## config.mk

```make
export PLATFORM = sky130hd
export DESIGN_NAME = pulse_sched
export DESIGN_NICKNAME = d
export VERILOG_FILES = /design/src/rtl/pulse_sched.sv
export SDC_FILE = /design/constraint.sdc
export NUM_CORES = 1
export LEC_CHECK = 0
export CORE_MARGIN = 4
export CORE_UTILIZATION = 55
export CTS_CLUSTER_SIZE = 12
export DETAILED_ROUTE_END_ITERATION = 6
export PLACE_DENSITY = 0.84
export SYNTH_ARGS = -nofsm -noshare
export SYNTH_HDL_FRONTEND = slang
export SYNTH_SLANG_ARGS = --single-unit
```

## constraint.sdc

```tcl
create_clock -name clk -period 3.03 [get_ports clk]
set_input_delay 0.4545 -clock clk [delete_from_list [all_inputs] [get_ports clk]]
set_output_delay 0.4545 -clock clk [all_outputs]
set_load 0.02 [all_outputs]
```

## src/rtl/pulse_sched.sv

```systemverilog
// pulse_sched: round-robin burst strobe scheduler for asynchronous trigger sources.
// Optional abort input enabled by defining PULSE_SCHED_ABORT_EN.
module pulse_sched #(
  parameter int N_REQ = 4,
  parameter int ID_W  = 2,
  parameter int GAP_W = 8,
  parameter int CNT_W = 8
) (
  input  logic             clk,
  input  logic             rst_n,
  input  logic [N_REQ-1:0] start,
`ifdef PULSE_SCHED_ABORT_EN
  input  logic             abort,
`endif
  input  logic [GAP_W-1:0] gap,
  input  logic [CNT_W-1:0] burst,
  output logic             pulse,
  output logic [ID_W-1:0]  pulse_id,
  output logic             done,
  output logic             busy,
  output logic [N_REQ-1:0] pending
);
  typedef enum logic [1:0] {IDLE, PULSE, GAP} state_t;
  state_t state, state_n;
  logic [N_REQ-1:0] s1, s2, s3, rise, pending_n;
  logic [ID_W-1:0]  last, last_n, id_n, sel;
  logic [GAP_W-1:0] gap_r, gap_r_n, gcnt, gcnt_n;
  logic [CNT_W-1:0] rem, rem_n;
  logic found, kill;
`ifdef PULSE_SCHED_ABORT_EN
  assign kill = abort;
`else
  assign kill = 1'b0;
`endif
  // Chain resets high so a start held through reset release is not seen as a rise.
  always_ff @(posedge clk or negedge rst_n)
    if (!rst_n) begin
      s1 <= '1;
      s2 <= '1;
      s3 <= '1;
    end else begin
      s1 <= start;
      s2 <= s1;
      s3 <= s2;
    end
  assign rise = s2 & ~s3;
  // Wrapped bits (<= last) first, then the nearest bit above last overrides.
  always_comb begin
    sel = '0;
    found = 1'b0;
    for (int i = N_REQ - 1; i >= 0; i--)
      if (pending[i]) begin
        sel = ID_W'(i);
        found = 1'b1;
      end
    for (int i = N_REQ - 1; i >= 0; i--)
      if (pending[i] && ID_W'(i) > last) sel = ID_W'(i);
  end
  always_comb begin
    state_n = state;
    pending_n = pending;
    last_n = last;
    id_n = pulse_id;
    gap_r_n = gap_r;
    gcnt_n = gcnt;
    rem_n = rem;
    case (state)
      IDLE:
        if (found) begin
          state_n = PULSE;
          pending_n = pending & ~(N_REQ'(1) << sel);
          last_n = sel;
          id_n = sel;
          gap_r_n = gap;
          rem_n = (burst == '0) ? '0 : burst - CNT_W'(1);
        end
      PULSE:
        if (gap_r == '0) begin
          if (rem != '0) rem_n = rem - CNT_W'(1);
          else state_n = IDLE;
        end else begin
          gcnt_n = gap_r - GAP_W'(1);
          state_n = GAP;
        end
      GAP:
        if (gcnt != '0) gcnt_n = gcnt - GAP_W'(1);
        else if (rem != '0) begin
          rem_n = rem - CNT_W'(1);
          state_n = PULSE;
        end else state_n = IDLE;
      default: state_n = IDLE;
    endcase
    pending_n = pending_n | rise;
    if (kill) begin
      state_n = IDLE;
      pending_n = '0;
    end
  end
  always_ff @(posedge clk or negedge rst_n)
    if (!rst_n) begin
      state <= IDLE;
      pending <= '0;
      last <= ID_W'(N_REQ - 1);
      pulse_id <= '0;
      gap_r <= '0;
      gcnt <= '0;
      rem <= '0;
    end else begin
      state <= state_n;
      pending <= pending_n;
      last <= last_n;
      pulse_id <= id_n;
      gap_r <= gap_r_n;
      gcnt <= gcnt_n;
      rem <= rem_n;
    end
  assign pulse = (state == PULSE);
  assign busy = (state != IDLE);
  assign done = pulse && (rem == '0);
endmodule

```

# Word-level counts from Yosys, hierarchy flattened
# Cells that the tools add are included.
# totals
reg_bits	46
in_bits	22
output_inout_bits	9
elab_cells	79
# op_classes
addsub	4
order_cmp	4
eq_ne	8
n_shift	1
n_mux	29
bitwise	5
n_reduce_logical	18
# ops
op	count
$mux 8	7
$sub 8x1->8 const B	4
$logic_not 8->1	3
$mux 2	12
$pmux 8 s3	1
$pmux 8 s2	1
$reduce_bool 8->1	2
$and 4x4->4	2
$mux 4	2
$ne 2x2->1 const B	4
$not 4->4	2
$pmux 2 s3	1
$reduce_and 3->1	2
$logic_and 1x1->1	5
$mux 1	5
$gt 1x2->1 const A	2
$gt 2x2->1 const A	2
$or 4x4->4	1
$reduce_and 4->1	1
$reduce_bool 2->1	2
$shl 1x2->4 const A	1
$ne 3x3->1 const B	1
$reduce_bool 3->1	1
$eq 2x1->1 const B	1
other kinds (4)	4

# Logic depth before layout (Yosys ltp)
# Gate-level depths: netlist of run 1.
# depth
word_depth	14
ltp_mapped	11
ltp_nobuf	8

# Worst setup path after synthesis of run 1
# No wires, ideal clock.
# synth_path
kind	register -> register
startpoint	reg state[0]
endpoint	reg gcnt[6]
arrival_time_ns	2.438
required_time_ns	2.900
setup_slack_ns	0.461
path_stages_with_launch	12
n_path_buf	3
synth_period_minus_slack_ns	2.569
cell_sequence	dfrtp_1 > inv_1 > ha_1 > buf_2 > clkbuf_1 > clkbuf_1 > mux2i_1 > ha_1 > o21ai_0 > o31a_1 > nor4_1 > nor3_1
# synth_via
elab_chain_len	3
elab_cells_between_ends	7
# synth_lines
item	line	source
start, declared	24	state_t state, state_n;
start signal, assigned	109	state <= state_n;
$eq 2x2->1 / $eq 2x1->1 (equally long branches)	67	case (state)
$ne 2x2->1 (no source line) / $reduce_bool 2->1 (equally long branches)	n/a	
$reduce_and 3->1 (no source line)	n/a	
end signal, assigned	114	gcnt <= gcnt_n;
end, declared	27	logic [GAP_W-1:0] gap_r, gap_r_n, gcnt, gcnt_n;
# Parallel ways exist; a longest one is shown, timed or not.
# A chain may end at the register's enable or synchronous reset.

# Worst setup path in the final report of run 1
# layout_path
startpoint	reg rem[2]
endpoint	out done
# layout_via
elab_chain_len	2
# layout_lines
item	line	source
start, declared	28	logic [CNT_W-1:0] rem, rem_n;
start signal, assigned	115	rem <= rem_n;
$logic_not 8->1	119	assign done = pulse && (rem == '0);
$logic_and 1x1->1	119	
end, declared	19	output logic done,
# No other way between the ends.

==> key figures, run 1 <==
Final layout
  – Synth-to-Final Area Change: 17.7%
  – Post-layout util: 67.9%
  – Nets: 323
  – Fill cells: 349
  – Layout cells sized above 1: 16.0%
  – Diodes inserted: 0

Die
  – Die Ht: 76.3 um
  – Initial Util: 57.7%
  – Die width: 76.3 um
  – Die area: 5810 sq um
  – IO Pins: 31
  – Core area: 4440 sq um
  – FP Rows: 24

Yosys
  – Yosys top cell by area: dfrtp_1
  – Synth Register Bits: 46
  – Synth cell types: 55
  – YS warnings: 0
  – Top post-synthesis cells by area: dfrtp_1, dfstp_2, ha_1
  – Mapped Area: 2560 sq um
  – Commonest cells post-synth: dfrtp_1, inv_1, nand2_1, nor2_1, a21oi_1
  – Post-synth EDFFs: 0
  – Seq/Total Area, Yosys: 45.6%
  – Syn_nets: 290
  – Syn_area_per_cell: 9.89 sq um
  – Primary flip-flop cell chosen by synthesis mapping: dfrtp_1
  – Most numerous cell in the Yosys netlist: dfrtp_1
  – Mapped Cells: 259
  – Post-synth top area share: 31.3%
  – Share of synthesized registers carrying an async set or reset: 100%

Route
  – Post-route ant nets: 0
  – DRC viols: 0
  – DRT Pass-1 Iters: 4
  – Drt wl/cell: 15.5 um
  – Via count: 2107
  – Vias/cell: 6.11
  – WL final: 5330 um
  – Initial DRC count: 115

Clock tree
  – Htree depth: 2
  – Post-CTS Setup Inserts: 0
  – TritonCTS buffer count: 5
  – CTS tree: built
  – Clk_lat worst skew: 0.30 ns
  – Clock Sinks: 46
  – CTS Hold Bufs: 0
  – CTS Buffer Depth: 2
  – Clock root buffer: clkbuf_8
  – Clk pin slew, worst setup/hold paths: 0.09 ns
  – Post-CTS sizing: 0

Critical path
  – WP data required: 2.58 ns
  – Crit. End Element: primary output
  – Crit-path max FO: 7
  – Worst Path Class, Setup: reg2out
  – Worst setup startpoint: rem[2]$_DFFE_PN0P_
  – Crit-path slowest cell: clkdlybuf4s50_1
  – Worst Path Buf+Inv: 2
  – Top Family by Delay on Critical Path: buffers and inverters
  – Crit. path cell count: 5
  – Setup crit start kind: flop
  – Critical Path Max Stage Delay: 0.61 ns
  – RR Startpoint: state[0]$_DFFE_PN0P_
  – Worst R2R Path Depth: 7
  – Arr. time, crit path: 2.11 ns
  – Critical-path cell list: nor4_1 -> buf_4 -> nand3_1 -> nor2_1 -> clkdlybuf4s50_1

Placed design
  – Port bufs: 30
  – GPL Wtd Cong: 0.899
  – HPWL after DPL: 3930 um

STA
  – Final hold viol count: 0
  – Min Tclk post-route: 2.56 ns
  – Fmax achieved: 390 MHz
  – Unrepaired setup endpoints after global routing: false
  – Final setup fails: 0
  – Final Slew Violations: 0
  – Period utilization: 84.5%
  – Slew HR: 33.3%
  – Worst Tran Pin Value: 1.00 ns
  – Final setup TNS: 0 ns
  – Final Skew: 0.00666 ns

Hold path
  – HP Class: in2async

Power and ir drop
  – VDD IR max: 0.638 mV
  – Final Power: 0.00332 W
  – Leak: 1.25 nW
  – Pwr dens: 1100 nW/um^2

Global routing
  – First-pass GRT wire length: 9120 um
  – Antenna violations before repair: 0
  – Gr ovfl total: 0
  – Vias in the first global route: 2000
  – Largest net degree at the start of global routing: 47
  – Global Route Usage Sum: 18.8%

Run status
  – Status: finished, final reports clean

Flow run
  – Max cap viols: 0
stage by stage:
| stage | cell area (sq um) | hold WS, ns | setup WS, ns | cells |
|---|---|---|---|---|
| 3_3_place_gp | 2910 | 0.346 | 0.707 | 337 |
| 6_report | 3020 | 0.317 | 0.469 | 345 |
| 2_1_floorplan | 2560 | 0.159 | 0.461 | 259 |
| 5_1_grt | 3020 | 0.361 | 0.385 | 345 |
| 3_5_place_dp | 2910 | 0.347 | 0.638 | 337 |
| 4_1_cts | 3020 | 0.345 | 0.451 | 345 |
power breakdown:
group / internal, W / total (W) / switching (W)
Combinational: 0.000781 / 0.00173 / 0.000948
Clock: 0.000214 / 0.000421 / 0.000207
Sequential: 0.000881 / 0.00117 / 0.000291
area by class of cell:
type                            instances  area (sq um)  area share, %
Inverter                               21          78.8           2.61
Clock buffer                            7          97.6           3.24
Clock inverter                          1          6.26          0.207
Tap cell                               52          65.1           2.16
Timing Repair Buffer                   34           325           10.8
Multi-Input combinational cell        184          1270           42.3
Sequential cell                        46          1170           38.7
cell usage in the layout, fill, tap and decap left out, types with 4 or more instances in the layout:
master / netlist / layout
dfrtp_1: 32 / 32
clkdlybuf4s50_1: 0 / 29
inv_1: 21 / 21
nand2_1: 20 / 20
nor2_1: 18 / 18
a21oi_1: 17 / 17
o21ai_0: 16 / 16
dfstp_2: 14 / 14
nor3_1: 9 / 9
ha_1: 9 / 9
mux2_2: 8 / 8
nor4_1: 7 / 7
nand3_1: 6 / 6
o31ai_1: 6 / 6
o22ai_1: 5 / 5
xnor2_1: 5 / 5
clkbuf_8: 0 / 5
nand2b_1: 4 / 4
o21ai_1: 4 / 4
buf_4: 0 / 4
cells by family (layout without fill, tap and decap cells):
family | Yosys count | count (layout) | synth area share, %
flip-flops | 46 | 46 | 45.6
AND/OR/NAND/NOR | 79 | 79 | 16.3
XOR/XNOR | 7 | 7 | 2.39
adder cells (fa/ha/maj) | 9 | 9 | 4.39
multiplexers | 11 | 11 | 4.69
buffers and inverters | 29 | 63 | 4.64
AO/OA/AOI/OAI | 78 | 78 | 22.0
path summary, 6_finish.rpt:
path	endpoint	slack (ns)
worst max-delay path	done	0.47
worst min-delay path	gcnt[2]$_DFFE_PN0P_	0.32
worst max register to register	gcnt[6]$_DFFE_PN0P_	0.71
worst min register to register	s2[0]$_DFF_PN1_	0.36
max in group asynchronous	pending[3]$_DFF_PN0_	2.10
min in group clk	s2[0]$_DFF_PN1_	0.36
metal layers:
metal / global-route usage, % / wire, um
met1: 23.3 / 2230
met2: 33.4 / 2840
met3: 3.66 / 205
met4: 5.25 / 55
met5: 0 / 0
sequential cells by signal, summed over array words and instances, names as in the netlist:
register,count
gap_r,8
gcnt,8
rem,8
pending,4
s1,4
s2,4
s3,4
last,2
pulse_id,2
state,2
worst reg2reg max path, stage by stage (launching register included):
cell and delay, ns:
dfrtp_1 0.42, inv_1 0.09, ha_1 0.41, nor4b_1 0.46
o21ai_0 0.25, nor3_1 0.27, o22ai_1 0.15, nor3_1 0.19
(Power assumes the default switching activity.)
==> inputs of run 2 (changes only) <==
==> constraint.sdc (replaced) <==
create_clock -name clk -period 2.5 [get_ports clk]
set_input_delay 0.375 -clock clk [delete_from_list [all_inputs] [get_ports clk]]
set_output_delay 0.375 -clock clk [all_outputs]
set_load 0.02 [all_outputs]
==> run 2 against run 1 <==
Core utilization is 0.23 points higher. Register-to-register slack got worse by 0.47 ns. Combinational power rose by 23%. Largest power group unchanged.
==> key figures, run 2 (synthesis gave the netlist of run 1 again) <==
Run status
  – Status: finished, final reports clean

Final layout
  – Layout cells sized above 1: 17.6% (+1.5 points)
  – Largest regs: gap_r (8), gcnt (8), rem (8)
  – Fill cells: 346 (-0.86%)
  – FF+latch area: 1170 sq um (unchanged)
  – Synth-to-Final Area Change: 18.1%
  – Commonest non-fill, non-tap cell in the layout: dfrtp_1
  – Most frequent cells in the layout: dfrtp_1, clkdlybuf4s50_1, inv_1, nand2_1, nor2_1
  – Nets: 326 (+0.93%)
  – Diodes inserted: 0 (unchanged)
  – Footprint of the multi-input gates: 1280 sq um (+0.69%)

Clock tree
  – CTS Buffer Depth: 2 (unchanged)
  – Clk_lat worst skew: 0.29 ns (about the same)
  – Clk pin slew, worst setup/hold paths: 0.08 ns (about the same)
  – CTS tree: built
  – TritonCTS buffer count: 5 (unchanged)
  – Clock root buffer: clkbuf_8
  – Post-CTS Setup Inserts: 0 (unchanged)
  – Clock Sinks: 46 (unchanged)
  – Htree depth: 2 (unchanged)

Flow run
  – Max cap viols: 0 (unchanged)

STA
  – Slew HR: 43.6% (+10 points)
  – Final setup TNS: 0 ns (unchanged)
  – Final Slew Violations: 0 (unchanged)
  – Final setup fails: 0 (unchanged)
  – Min Tclk post-route: 2.37 ns
  – Worst setup margin: 0.127 ns (-0.342 ns)
  – Unrepaired setup endpoints after global routing: false
  – Worst hold margin: 0.183 ns (-0.134 ns)
  – Final Skew: 0.00788 ns (+0.00122 ns)
  – Worst Tran Pin Value: 0.846 ns (-0.155 ns)
  – Period utilization: 94.9%
  – Fmax achieved: 421 MHz
  – Final hold viol count: 0 (unchanged)

Route
  – DRT Pass-1 Iters: 4 (unchanged)
  – Post-route ant nets: 0 (unchanged)
  – DRC viols: 0 (unchanged)
  – WL final: 5440 um (+2.0%)
  – Drt wl/cell: 15.6 um (+1.1%)
  – Vias/cell: 5.96 (-2.5%)
  – Initial DRC count: 129 (+12%)
  – Via count: 2073 (-1.6%)

Power and ir drop
  – VDD IR max: 0.695 mV (+8.8%)
  – Final Power: 0.00398 W (+20%)
  – Pwr dens: 1310 nW/um^2 (+19%)
  – Leak: 1.25 nW (+0.36%)

Placed design
  – Worst slack at placement: 0.214 ns (-0.424 ns)
  – HPWL after DPL: 4080 um (+3.7%)
  – Port bufs: 30 (unchanged)
  – GPL Wtd Cong: 0.907 (+0.95%)

Die
  – Core area: 4440 sq um (unchanged)
  – IO Pins: 31 (unchanged)
  – Die Ht: 76.3 um (unchanged)
  – Die area: 5810 sq um (unchanged)
  – Initial Util: 57.7% (unchanged)
  – Die width: 76.3 um (unchanged)
  – FP Rows: 24 (unchanged)

Global routing
  – Vias in the first global route: 2046 (+2.3%)
  – Antenna violations before repair: 0 (unchanged)
  – Gr ovfl total: 0 (unchanged)
  – Global Route Usage Sum: 19.5% (+0.70 points)
  – First-pass GRT wire length: 9510 um (+4.2%)
  – Largest net degree at the start of global routing: 39 (-17%)

Critical path
  – Setup crit start kind: flop
  – Critical Path Max Stage Delay: 0.62 ns (about the same)
  – Critical-path cell list: nor4_2 -> nand3_1 -> nor2_1 -> clkdlybuf4s50_1
  – R2r endpoint: rem[6]$_DFFE_PN0P_
  – Crit-path max FO: 4 (-3)
  – RR Startpoint: gcnt[5]$_DFFE_PN0P_
  – Crit-path slowest cell: clkdlybuf4s50_1
  – R2r setup slk: 0.24 ns (-0.47 ns)
  – Arr. time, crit path: 2.00 ns (-0.11 ns)
  – Worst setup startpoint: rem[4]$_DFFE_PN0P_
  – Worst R2R Path Depth: 5 (-2)
  – Crit. End Element: primary output
  – Critical Path Sink: done
  – WP data required: 2.12 ns (-0.46 ns)
  – Worst Path Class, Setup: reg2out

Hold path
  – HP Class: in2async
## run 2: metrics by stage
step                std cells  utilization, %  cell area (sq um)
floorplan                 259               -               2560
global placement          340            66.0               2940
detailed placement        340            66.0               2940
CTS                       348            67.9               3020
global route              348            68.1               3030
finish                    348            68.1               3030
## run 2: worst min-delay path by stage
| stage | from | endpoint | slack, ns |
|---|---|---|---|
| after global placement | s1[3]$_DFF_PN1_ | s2[3]$_DFF_PN1_ | 0.35 |
| after floorplan | rst_n | gap_r[0]$_DFFE_PN0P_ | 0.08 |
| final | rst_n | gcnt[7]$_DFFE_PN0P_ | 0.18 |
| after CTS | rst_n | gcnt[6]$_DFFE_PN0P_ | 0.21 |
| after detailed placement | s1[1]$_DFF_PN1_ | s2[1]$_DFF_PN1_ | 0.35 |
| after global routing | rst_n | gap_r[5]$_DFFE_PN0P_ | 0.26 |
## run 2: repair_timing
item | CTS | global route
resized for setup | 0 | 2
setup endpoints to repair | 0 | 2
hold buffers | 0 | 0
## run 2: layer usage
layer | global-route usage [%] | up-vias | routed length (um)
met3 | 4.37 | 2 | 213
met1 | 25.2 | 1006 | 2410
met4 | 2.90 | 0 | 12
li1 | - | 1024 | -
met5 | 0 | - | 0
met2 | 34.2 | 41 | 2810
## run 2: critical path: cells and delay by family, from the launching register on
kind | cells | cell delay, ns
AND/OR/NAND/NOR | 3 | 0.66
buffers and inverters | 1 | 0.62
flip-flops | 1 | 0.43
## run 2: report_power, final
| part | total, W | internal [W] | switching, W |
|---|---|---|---|
| combinational | 0.00212 | 0.000973 | 0.00115 |
| sequential | 0.00143 | 0.00107 | 0.000361 |
| clock | 0.000423 | 0.000194 | 0.000230 |
## run 2: cell type report
| class | count | area share (%) |
|---|---|---|
| timing repair buffer | 37 | 11.5 |
| inverter | 21 | 2.60 |
| tap | 52 | 2.15 |
| clock buffer | 6 | 2.40 |
| sequential | 46 | 38.6 |
| multi-input combinational | 184 | 42.4 |
| clock inverter | 2 | 0.331 |
==> inputs of run 3 (changes only) <==
--- a/config.mk
+++ b/config.mk
@@ -5,7 +5,7 @@
 export SDC_FILE = /design/constraint.sdc
 export NUM_CORES = 1
 export LEC_CHECK = 0
-export CORE_MARGIN = 4
+export CORE_MARGIN = 2
 export CORE_UTILIZATION = 55
 export CTS_CLUSTER_SIZE = 12
 export DETAILED_ROUTE_END_ITERATION = 6
==> run 3 against run 2 <==
Global-route usage grew 2.9 points. Critical endpoint unchanged. Largest power group unchanged. Core utilization grew 0.66 points. Non-clock buffer count grew 1. Via count grew 1.6%. Die area shrank 10%.
==> key figures, run 3 (synthesis gave the netlist of run 1 again) <==
Critical path
  – Crit. path cell count: 5 (+1)
  – Worst Path Buf+Inv: 3 (+2)
  – R2r endpoint: rem[2]$_DFFE_PN0P_
  – RR Startpoint: gap_r[5]$_DFFE_PN0P_
  – Critical-path cell list: inv_1 -> ha_1 -> inv_1 -> nor2_1 -> clkdlybuf4s50_1
  – WP data required: 2.12 ns (about the same)
  – Arr. time, crit path: 1.99 ns (about the same)
  – Worst setup startpoint: state[1]$_DFFE_PN0P_
  – Worst Path Class, Setup: reg2out
  – R2r setup slk: 0.26 ns (+0.02 ns)
  – Top Family by Delay on Critical Path: buffers and inverters
  – Crit-path max FO: 6 (+2)
  – Setup crit start kind: flop
  – Crit. End Element: primary output
  – Worst R2R Path Depth: 5 (unchanged)
  – Critical Path Sink: done
  – Critical Path Max Stage Delay: 0.62 ns (about the same)
  – Crit-path slowest cell: clkdlybuf4s50_1
  – CP dominant cell by count: inv_1

Final layout
  – Diodes inserted: 0 (unchanged)
  – Fill cells: 354 (+2.3%)
  – Nets: 327 (+0.31%)
  – Footprint of the multi-input gates: 1280 sq um (-0.19%)
  – Layout cells sized above 1: 17.5% (-0.059 points)
  – Cell Count, Final, Fillers Out: 349 (+0.29%)
  – Synth-to-Final Area Change: 18.5%
  – Commonest non-fill, non-tap cell in the layout: dfrtp_1
  – Most frequent cells in the layout: dfrtp_1, clkdlybuf4s50_1, inv_1, nand2_1, nor2_1
  – FF+latch area: 1170 sq um (unchanged)
  – Fin area: 3040 sq um (+0.29%)
  – Largest regs: gap_r (8), gcnt (8), rem (8)

Global routing
  – Routing usage on met1: 28.6% (+3.4 points)
  – First-pass GRT wire length: 9210 um (-3.1%)
  – Met2 Usage GRT: 39.2% (+5.1 points)
  – Met3 GRT Util: 3.89% (-0.48 points)
  – Antenna violations before repair: 0 (unchanged)
  – Global Route Usage Sum: 22.4% (+2.9 points)
  – Largest net degree at the start of global routing: 42 (+7.7%)
  – GRT Max-Usage Layer: met2
  – Vias in the first global route: 2026 (-0.98%)
  – Gr ovfl total: 0 (unchanged)

Placed design
  – Worst slack at placement: 0.273 ns (+0.0596 ns)
  – GPL Wtd Cong: 0.880 (-3.0%)
  – Post-DP Area: 2940 sq um (+0.26%)
  – HPWL after DPL: 3960 um (-2.9%)
  – Placed cells: 341 (+0.29%)
  – Port bufs: 30 (unchanged)

Route
  – DRC viols: 0 (unchanged)
  – Via count: 2107 (+1.6%)
  – Post-route ant nets: 0 (unchanged)
  – Drt wl/cell: 15.4 um (-1.3%)
  – DRT Pass-1 Iters: 4 (unchanged)
  – WL final: 5380 um (-1.0%)
  – Vias/cell: 6.04 (+1.3%)
  – Initial DRC count: 169 (+31%)

Die
  – FP Rows: 24 (unchanged)
  – Die area: 5220 sq um (-10%)
  – Core area: 4410 sq um (-0.68%)
  – Die width: 72.3 um (-5.2%)
  – IO Pins: 31 (unchanged)
  – Initial Util: 58.0% (+0.39 points)
  – Die Ht: 72.3 um (-5.2%)

Hold path
  – HP Class: in2async

Power and ir drop
  – Leak: 1.26 nW (+0.53%)
  – Final Power: 0.00401 W (+0.85%)
  – VDD IR max: 0.724 mV (+4.2%)
  – Pwr dens: 1320 nW/um^2 (+0.56%)

Run status
  – Status: finished, final reports clean

Clock tree
  – Clk_lat worst skew: 0.30 ns (about the same)
  – Clock root buffer: clkbuf_8
  – CTS tree: built
  – TritonCTS buffer count: 5 (unchanged)
  – Htree depth: 2 (unchanged)
  – Clk pin slew, worst setup/hold paths: 0.09 ns (about the same)
  – Clock Sinks: 46 (unchanged)
  – CTS Buffer Depth: 2 (unchanged)

STA
  – Min Tclk post-route: 2.37 ns (-0.00435 ns)
  – Final Slew Violations: 0 (unchanged)
  – Final hold viol count: 0 (unchanged)
  – Period utilization: 94.7% (-0.17 points)
  – Worst setup margin: 0.132 ns (+0.00435 ns)
  – Slew HR: 41.8% (-1.8 points)
  – Worst Tran Pin Value: 0.872 ns (+0.0269 ns)
  – Final setup fails: 0 (unchanged)
  – Fmax achieved: 422 MHz (+0.18%)
  – Unrepaired setup endpoints after global routing: false
  – Final setup TNS: 0 ns (unchanged)
  – Final Skew: 0.0138 ns (+0.00588 ns)

Flow run
  – Max cap viols: 0 (unchanged)
## run 3: layout make-up
type                    count  area share (%)
clock buffers               6            2.39
inverters                  21            2.60
clock inverters             2           0.453
repair buffers             38            11.7
multi-input cells         184            42.2
well taps                  52            2.14
flip-flops and latches     46            38.5
## run 3: per-stage QoR
step	hold WS [ns]	utilization, %
6_report	0.183	68.8
5_1_grt	0.279	68.8
4_1_cts	0.226	68.6
3_5_place_dp	0.349	66.7
3_3_place_gp	0.346	66.7
2_1_floorplan	0.0794	-
## run 3: report_power, final
group	internal [W]	switching, W	leakage [nW]
clock	0.000197	0.000244	0.0452
sequential	0.00107	0.000366	0.518
combinational	0.000971	0.00117	0.694
total	0.00224	0.00178	1.26
## run 3: worst min path at each step
stage | startpoint | endpoint | slack [ns] | cells after the start
floorplan | rst_n | gap_r[0]$_DFFE_PN0P_ | 0.08 | 0
global placement | s1[3]$_DFF_PN1_ | s2[3]$_DFF_PN1_ | 0.35 | 0
detailed placement | s1[0]$_DFF_PN1_ | s2[0]$_DFF_PN1_ | 0.35 | 0
CTS | rst_n | gap_r[5]$_DFFE_PN0P_ | 0.23 | 1
global route | rst_n | gap_r[7]$_DFFE_PN0P_ | 0.28 | 1
finish | rst_n | gap_r[5]$_DFFE_PN0P_ | 0.18 | 1
## run 3: metal layers
metal  share of wire (%)  vias to the layer above
met5                   0                        -
met2                  52                       36
met3                 3.4                        7
met4                 1.0                        0
met1                  44                     1034
li1                    -                     1030
## run 3: repair_timing
| action | 4_1_cts | 5_1_grt |
|---|---|---|
| setup endpoints to repair | 0 | 1 |
| hold buffers | 0 | 0 |
| setup buffers | 0 | 0 |
| gates resized for setup | 0 | 1 |
